$ cat config.mk
export PLATFORM = sky130hd
export DESIGN_NAME = stream_gather_sipo_flat
export DESIGN_NICKNAME = d
export VERILOG_FILES = /design/src/rtl/stream_gather_sipo_if.sv /design/src/rtl/stream_gather_sipo.sv /design/src/flat_wrapper.sv
export SDC_FILE = /design/constraint.sdc
export NUM_CORES = 1
export LEC_CHECK = 0
export BUFFER_PORTS_ARGS = -buffer_cell sky130_fd_sc_hd__buf_2
export CAP_MARGIN = 10
export CORE_AREA = 2 2 250 252
export DETAILED_ROUTE_END_ITERATION = 10
export DIE_AREA = 0 0 252 254
export GPL_TIMING_DRIVEN = 1
export PLACE_DENSITY = 0.65
export SLEW_MARGIN = 30
export SYNTH_ARGS = -nofsm -noshare
export SYNTH_HDL_FRONTEND = slang
export SYNTH_SLANG_ARGS = --single-unit
$ cat constraint.sdc
create_clock -name clk_i -period 32.6 [get_ports clk_i]
set_input_delay 3.26 -clock clk_i [delete_from_list [all_inputs] [get_ports clk_i]]
set_output_delay 3.26 -clock clk_i [all_outputs]
set_load 0.005 [all_outputs]
$ cat src/rtl/stream_gather_sipo_if.sv
// stream_gather_sipo_if: narrow beat stream in, wide single-beat message out.
interface stream_gather_sipo_if #(
    parameter int width_p = 64,
    parameter int max_els_p = 8,
    parameter int header_width_p = 32,
    parameter int lg_els_lp = (max_els_p > 1) ? $clog2(max_els_p) : 1
);
    logic [header_width_p-1:0] header_i;
    logic [width_p-1:0] data_i;
    logic [lg_els_lp-1:0] len_i;
    logic v_i;
    logic ready_o;
    logic [header_width_p-1:0] header_o;
    logic [max_els_p*width_p-1:0] data_o;
    logic [lg_els_lp-1:0] len_o;
    logic v_o;
    logic yumi_i;

    modport master (
        output header_i, data_i, len_i, v_i, yumi_i,
        input ready_o, header_o, data_o, len_o, v_o
    );

    modport slave (
        input header_i, data_i, len_i, v_i, yumi_i,
        output ready_o, header_o, data_o, len_o, v_o
    );
endinterface

$ cat src/rtl/stream_gather_sipo.sv
// stream_gather_sipo: gathers 1..max_els_p narrow beats plus a header into one wide message.
module stream_gather_sipo #(
    parameter int width_p = 64,
    parameter int max_els_p = 8,
    parameter int header_width_p = 32,
    localparam int lg_els_lp = (max_els_p > 1) ? $clog2(max_els_p) : 1
) (
    input logic clk_i,
    input logic reset_i,
    stream_gather_sipo_if.slave bus
);
    localparam logic [lg_els_lp-1:0] last_lp = lg_els_lp'(max_els_p - 1);

    logic [lg_els_lp-1:0] cnt;
    logic [lg_els_lp-1:0] len_r;
    logic [lg_els_lp-1:0] len_c;
    logic [header_width_p-1:0] header_r;
    logic full;
    logic accept;
    logic [width_p-1:0] slots [max_els_p];

    assign len_c = (bus.len_i > last_lp) ? last_lp : bus.len_i;
    // full is a register, so ready has no path from v_i or yumi_i and never overlaps a yumi
    assign accept = bus.v_i & ~full;
    assign bus.ready_o = ~full;
    assign bus.v_o = full;
    assign bus.header_o = header_r;
    assign bus.len_o = len_r;

    for (genvar k = 0; k < max_els_p; k++) begin : g_out
        assign bus.data_o[k*width_p +: width_p] = slots[k];
    end

    always_ff @(posedge clk_i or posedge reset_i) begin
        if (reset_i) begin
            cnt <= '0;
            len_r <= '0;
            header_r <= '0;
            full <= 1'b0;
            for (int i = 0; i < max_els_p; i++) slots[i] <= '0;
        end else begin
            if (bus.yumi_i & full) full <= 1'b0;
            if (accept) begin
                slots[cnt] <= bus.data_i;
                if (cnt == '0) begin
                    header_r <= bus.header_i;
                    len_r <= len_c;
                    if (len_c == '0) full <= 1'b1;
                    else cnt <= lg_els_lp'(1);
                end else if (cnt == len_r) begin
                    full <= 1'b1;
                    cnt <= '0;
                end else begin
                    cnt <= cnt + 1'b1;
                end
            end
        end
    end
endmodule

$ cat src/flat_wrapper.sv
// flat-port wrapper written by rule: the top's interface ports become plain ports
module stream_gather_sipo_flat 
#(
    parameter int width_p = 64,
    parameter int max_els_p = 8,
    parameter int header_width_p = 32,
    localparam int lg_els_lp = (max_els_p > 1) ? $clog2(max_els_p) : 1
)
  (clk_i, reset_i, bus_header_i, bus_data_i, bus_len_i, bus_v_i, bus_yumi_i, bus_ready_o, bus_header_o, bus_data_o, bus_len_o, bus_v_o);
  stream_gather_sipo_if #(.width_p(width_p), .max_els_p(max_els_p), .header_width_p(header_width_p)) bus_i ();
  input logic clk_i;
  input logic reset_i;
  input wire logic [$bits(bus_i.header_i)-1:0] bus_header_i;
  input wire logic [$bits(bus_i.data_i)-1:0] bus_data_i;
  input wire logic [$bits(bus_i.len_i)-1:0] bus_len_i;
  input wire logic [$bits(bus_i.v_i)-1:0] bus_v_i;
  input wire logic [$bits(bus_i.yumi_i)-1:0] bus_yumi_i;
  output wire logic [$bits(bus_i.ready_o)-1:0] bus_ready_o;
  output wire logic [$bits(bus_i.header_o)-1:0] bus_header_o;
  output wire logic [$bits(bus_i.data_o)-1:0] bus_data_o;
  output wire logic [$bits(bus_i.len_o)-1:0] bus_len_o;
  output wire logic [$bits(bus_i.v_o)-1:0] bus_v_o;
  assign bus_i.header_i = bus_header_i;
  assign bus_i.data_i = bus_data_i;
  assign bus_i.len_i = bus_len_i;
  assign bus_i.v_i = bus_v_i;
  assign bus_i.yumi_i = bus_yumi_i;
  assign bus_ready_o = bus_i.ready_o;
  assign bus_header_o = bus_i.header_o;
  assign bus_data_o = bus_i.data_o;
  assign bus_len_o = bus_i.len_o;
  assign bus_v_o = bus_i.v_o;
  stream_gather_sipo #(.width_p(width_p), .max_els_p(max_els_p), .header_width_p(header_width_p)) u_core (.clk_i(clk_i), .reset_i(reset_i), .bus(bus_i));
endmodule
==> results.sh <==
export IMPL_status="finished clean"
export IMPL_clock_path_buffers=3
export IMPL_clkTransAtPathRegs_ns=0.06
export IMPL_die_area_mm2=0.06401
export IMPL_setup_tns_final_ns=0
export IMPL_p_leak_nw=13.15
export IMPL_hold_end="u_core.bus.data_o[196]"
export IMPL_fill_cells=5606
export IMPL_power_net_switching_w=0.0008606
export IMPL_drt_vias_per_instance=4.769
export IMPL_grt_max_degree=167
export IMPL_gp_congestion=0.8108
export IMPL_p_seq_frac=0.431
export IMPL_hold_class="flip-flop to flip-flop"
export IMPL_yosysUniqueCellTypes=28
export IMPL_cts_root_buffer="clkbuf_16"
export IMPL_syn_area_per_cell_um2=17.42
export IMPL_cts_hold_buffers=0
export IMPL_ir_drop_mv=0.06078
export IMPL_power_density_mw_per_mm2=104.8
export IMPL_clock_skew_ns=0.01648
export IMPL_intPower_w=0.001946
export IMPL_slew_violations=0
export IMPL_r2r_start="u_core.cnt[0]"
export IMPL_tritoncts="yes"
export IMPL_cts_resized=0
export IMPL_wl_per_cell_um=21.39
export IMPL_die_w_um=252
export IMPL_final_cell_mix="651 x buf_2, 551 x dfrtp_1, 449 x mux2_2"
export IMPL_final_util=0.4371
export IMPL_synth_area_top_cells="dfrtp_1 66%, mux2_2 24%, mux2_4 3.8%, mux2_1 2.4%, buf_2 1.0%"
export IMPL_antenna_found_initial=2
export IMPL_crit_path_start_kind="primary input"
export IMPL_vias=12890
export IMPL_worstSetupEndpointType="asynchronous set/reset pin"
export IMPL_worst_pin_slew_ns=0.8880
export IMPL_drtAntennaViolNets=0
export IMPL_r2r_cells=5
export IMPL_synth_edf_count=0
export IMPL_postCtsSetupBuffers=0
export IMPL_cp_max_fo=128
export IMPL_path_class="primary input to asynchronous set/reset pin"
export IMPL_final_common_cell="buf_2"
export IMPL_yosysSeqAreaShare=0.6614
export IMPL_drtPass1Iterations=4
export IMPL_initial_core_util=0.3403
export IMPL_post_route_period_util=0.1583
export IMPL_hold_start="u_core.bus.data_o[196]"
export IMPL_coreArea_mm2=0.06126
export IMPL_yosys_area_top_type_share=0.6614
export IMPL_switching_share=0.3067
export IMPL_fin_nets=1974
export IMPL_fmax_mhz=193.8
export IMPL_period_minus_slack_ns=5.160
export IMPL_rsz0062_at_grt="no"
export IMPL_combPwrFrac=0.345
export IMPL_syn_nets=1302
export IMPL_drv_cap=0
export IMPL_numPortBuffers=651
export IMPL_worstPathArrival_ns=5.81
export IMPL_hold_depth=1
export IMPL_async_flop_share=1.000
export IMPL_routed_wl_mm=57.81
export IMPL_relSlewSlack=0.4080
export IMPL_ios=652
export IMPL_r2r_end="u_core.bus.data_o[466]"
export IMPL_required_ns=33.25
export IMPL_hold_viol_final=0
export IMPL_grt_pass1_vias=13470
export IMPL_reg2reg_slack_ns=29.93
export IMPL_drc_errors=0
export IMPL_synth_seq_cells=551
export IMPL_numCtsBuffers=57
export IMPL_h_tree_depth=2
export IMPL_drive_gt1_frac=0.6635
export IMPL_netlist_top_cell_by_area="dfrtp_1"
export IMPL_clk_latency_ns=0.60
export IMPL_syn_inst=1197
export IMPL_dp_hpwl_mm=39.48
export IMPL_finalSetupViolCount=0
export IMPL_ys_warn_count=0
export IMPL_regArea_mm2=0.01379
export IMPL_dieHeight_um=254
export IMPL_clkPwrFrac=0.225
export IMPL_multiInputGateArea_mm2=0.006705
export IMPL_grt_pass1_wl_mm=85.85
export IMPL_syn_cell_area_mm2=0.02085
export IMPL_num_rows=91
export IMPL_grt_overflow=0
export IMPL_drtIter0Drc=514
export IMPL_grt_usage=0.1746
export IMPL_cts_sinks=551
export IMPL_synthFlopType="dfrtp_1"
export IMPL_area_growth_pct=28.42
==> critical path, cell delays in order <==
cell and delay (ns):
buf_2 0.13, clkinv_8 0.45, buf_4 0.60, buf_6 0.60, buf_6 0.61
==> metal layers <==
metal  GRT usage  vias to the layer above  wire length [µm]
met3     0.04906                       99              4102
met1      0.2175                     6707             23380
met2      0.2926                      457             28620
met5           0                        -                 0
met4     0.05816                        0              1707
li1            -                     5627                 -
==> layout make-up <==
type,count,area share
Sequential cell,551,0.5150
Multi-Input combinational cell,584,0.2504
Timing Repair Buffer,669,0.1285
Clock buffer,86,0.06225
Tap cell,790,0.03692
Clock inverter,15,0.005374
Inverter,6,0.001309
Antenna cell,2,0.0001869
==> logic make-up after synthesis <==
logic type	after synthesis	synth area share
xor gates and xnor gates	3	0.001261
and+or+nand+nor	25	0.01008
AOI/OAI and AO/OA	7	0.002521
DFF	551	0.6614
buffers and inverters	62	0.01855
adders and majority gates	2	0.001200
muxes	547	0.3050
==> flip-flops by register name, indices dropped and copies added (netlist names) <==
signal	cells
u_core.bus.len_o	3
u_core.cnt	3
u_core.bus.v_o	1
u_core.bus.header_o	32
u_core.bus.data_o	512
==> power groups by stage <==
stage / clock (W) / combinational, W / sequential [W]
floorplan: 0 / 0.000447 / 0.00123
global placement: 0 / 0.000964 / 0.00120
detailed placement: 0 / 0.000982 / 0.00122
CTS: 0.000645 / 0.000986 / 0.00121
global route: 0.000674 / 0.00104 / 0.00125
finish: 0.000631 / 0.000967 / 0.00121
==> synth_stat cells, drive strengths merged, types with 2 or more instances <==
master    n
nor3      7
o311ai    2
nor2      2
dfrtp   551
nor2b     3
mux2    547
ha        2
nand2b    2
buf      56
nand3     4
inv       6
or3       2
nand2     3
xor2      3
==> how the worst max path moves through the flow <==
stage                 start                      to  slack, ns  cells after the start
finish              reset_i   u_core.bus.data_o[67]      27.44                      5
global placement    reset_i  u_core.bus.data_o[260]      26.12                      5
detailed placement  reset_i  u_core.bus.data_o[268]      25.97                      5
CTS                 reset_i   u_core.bus.data_o[67]      26.61                      5
global route        reset_i  u_core.bus.data_o[386]      27.04                      5
floorplan           reset_i    u_core.bus.data_o[0]      13.93                      1
==> metrics by stage <==
stage | power, W | cells | area [µm²] | worst slack (ns) | hold WS [ns]
after global placement | 0.002161 | 2599 | 24910 | 26.12 | 0.4643
after CTS | 0.002840 | 2701 | 26750 | 26.61 | 0.4842
after detailed placement | 0.002198 | 2600 | 24940 | 25.97 | 0.4694
after floorplan | 0.001678 | 1197 | 20850 | 13.93 | 0.4828
final | 0.002806 | 2703 | 26770 | 27.44 | 0.4768
after global routing | 0.002967 | 2703 | 26770 | 27.04 | 0.4897
Power figures use the tool's default switching activity.
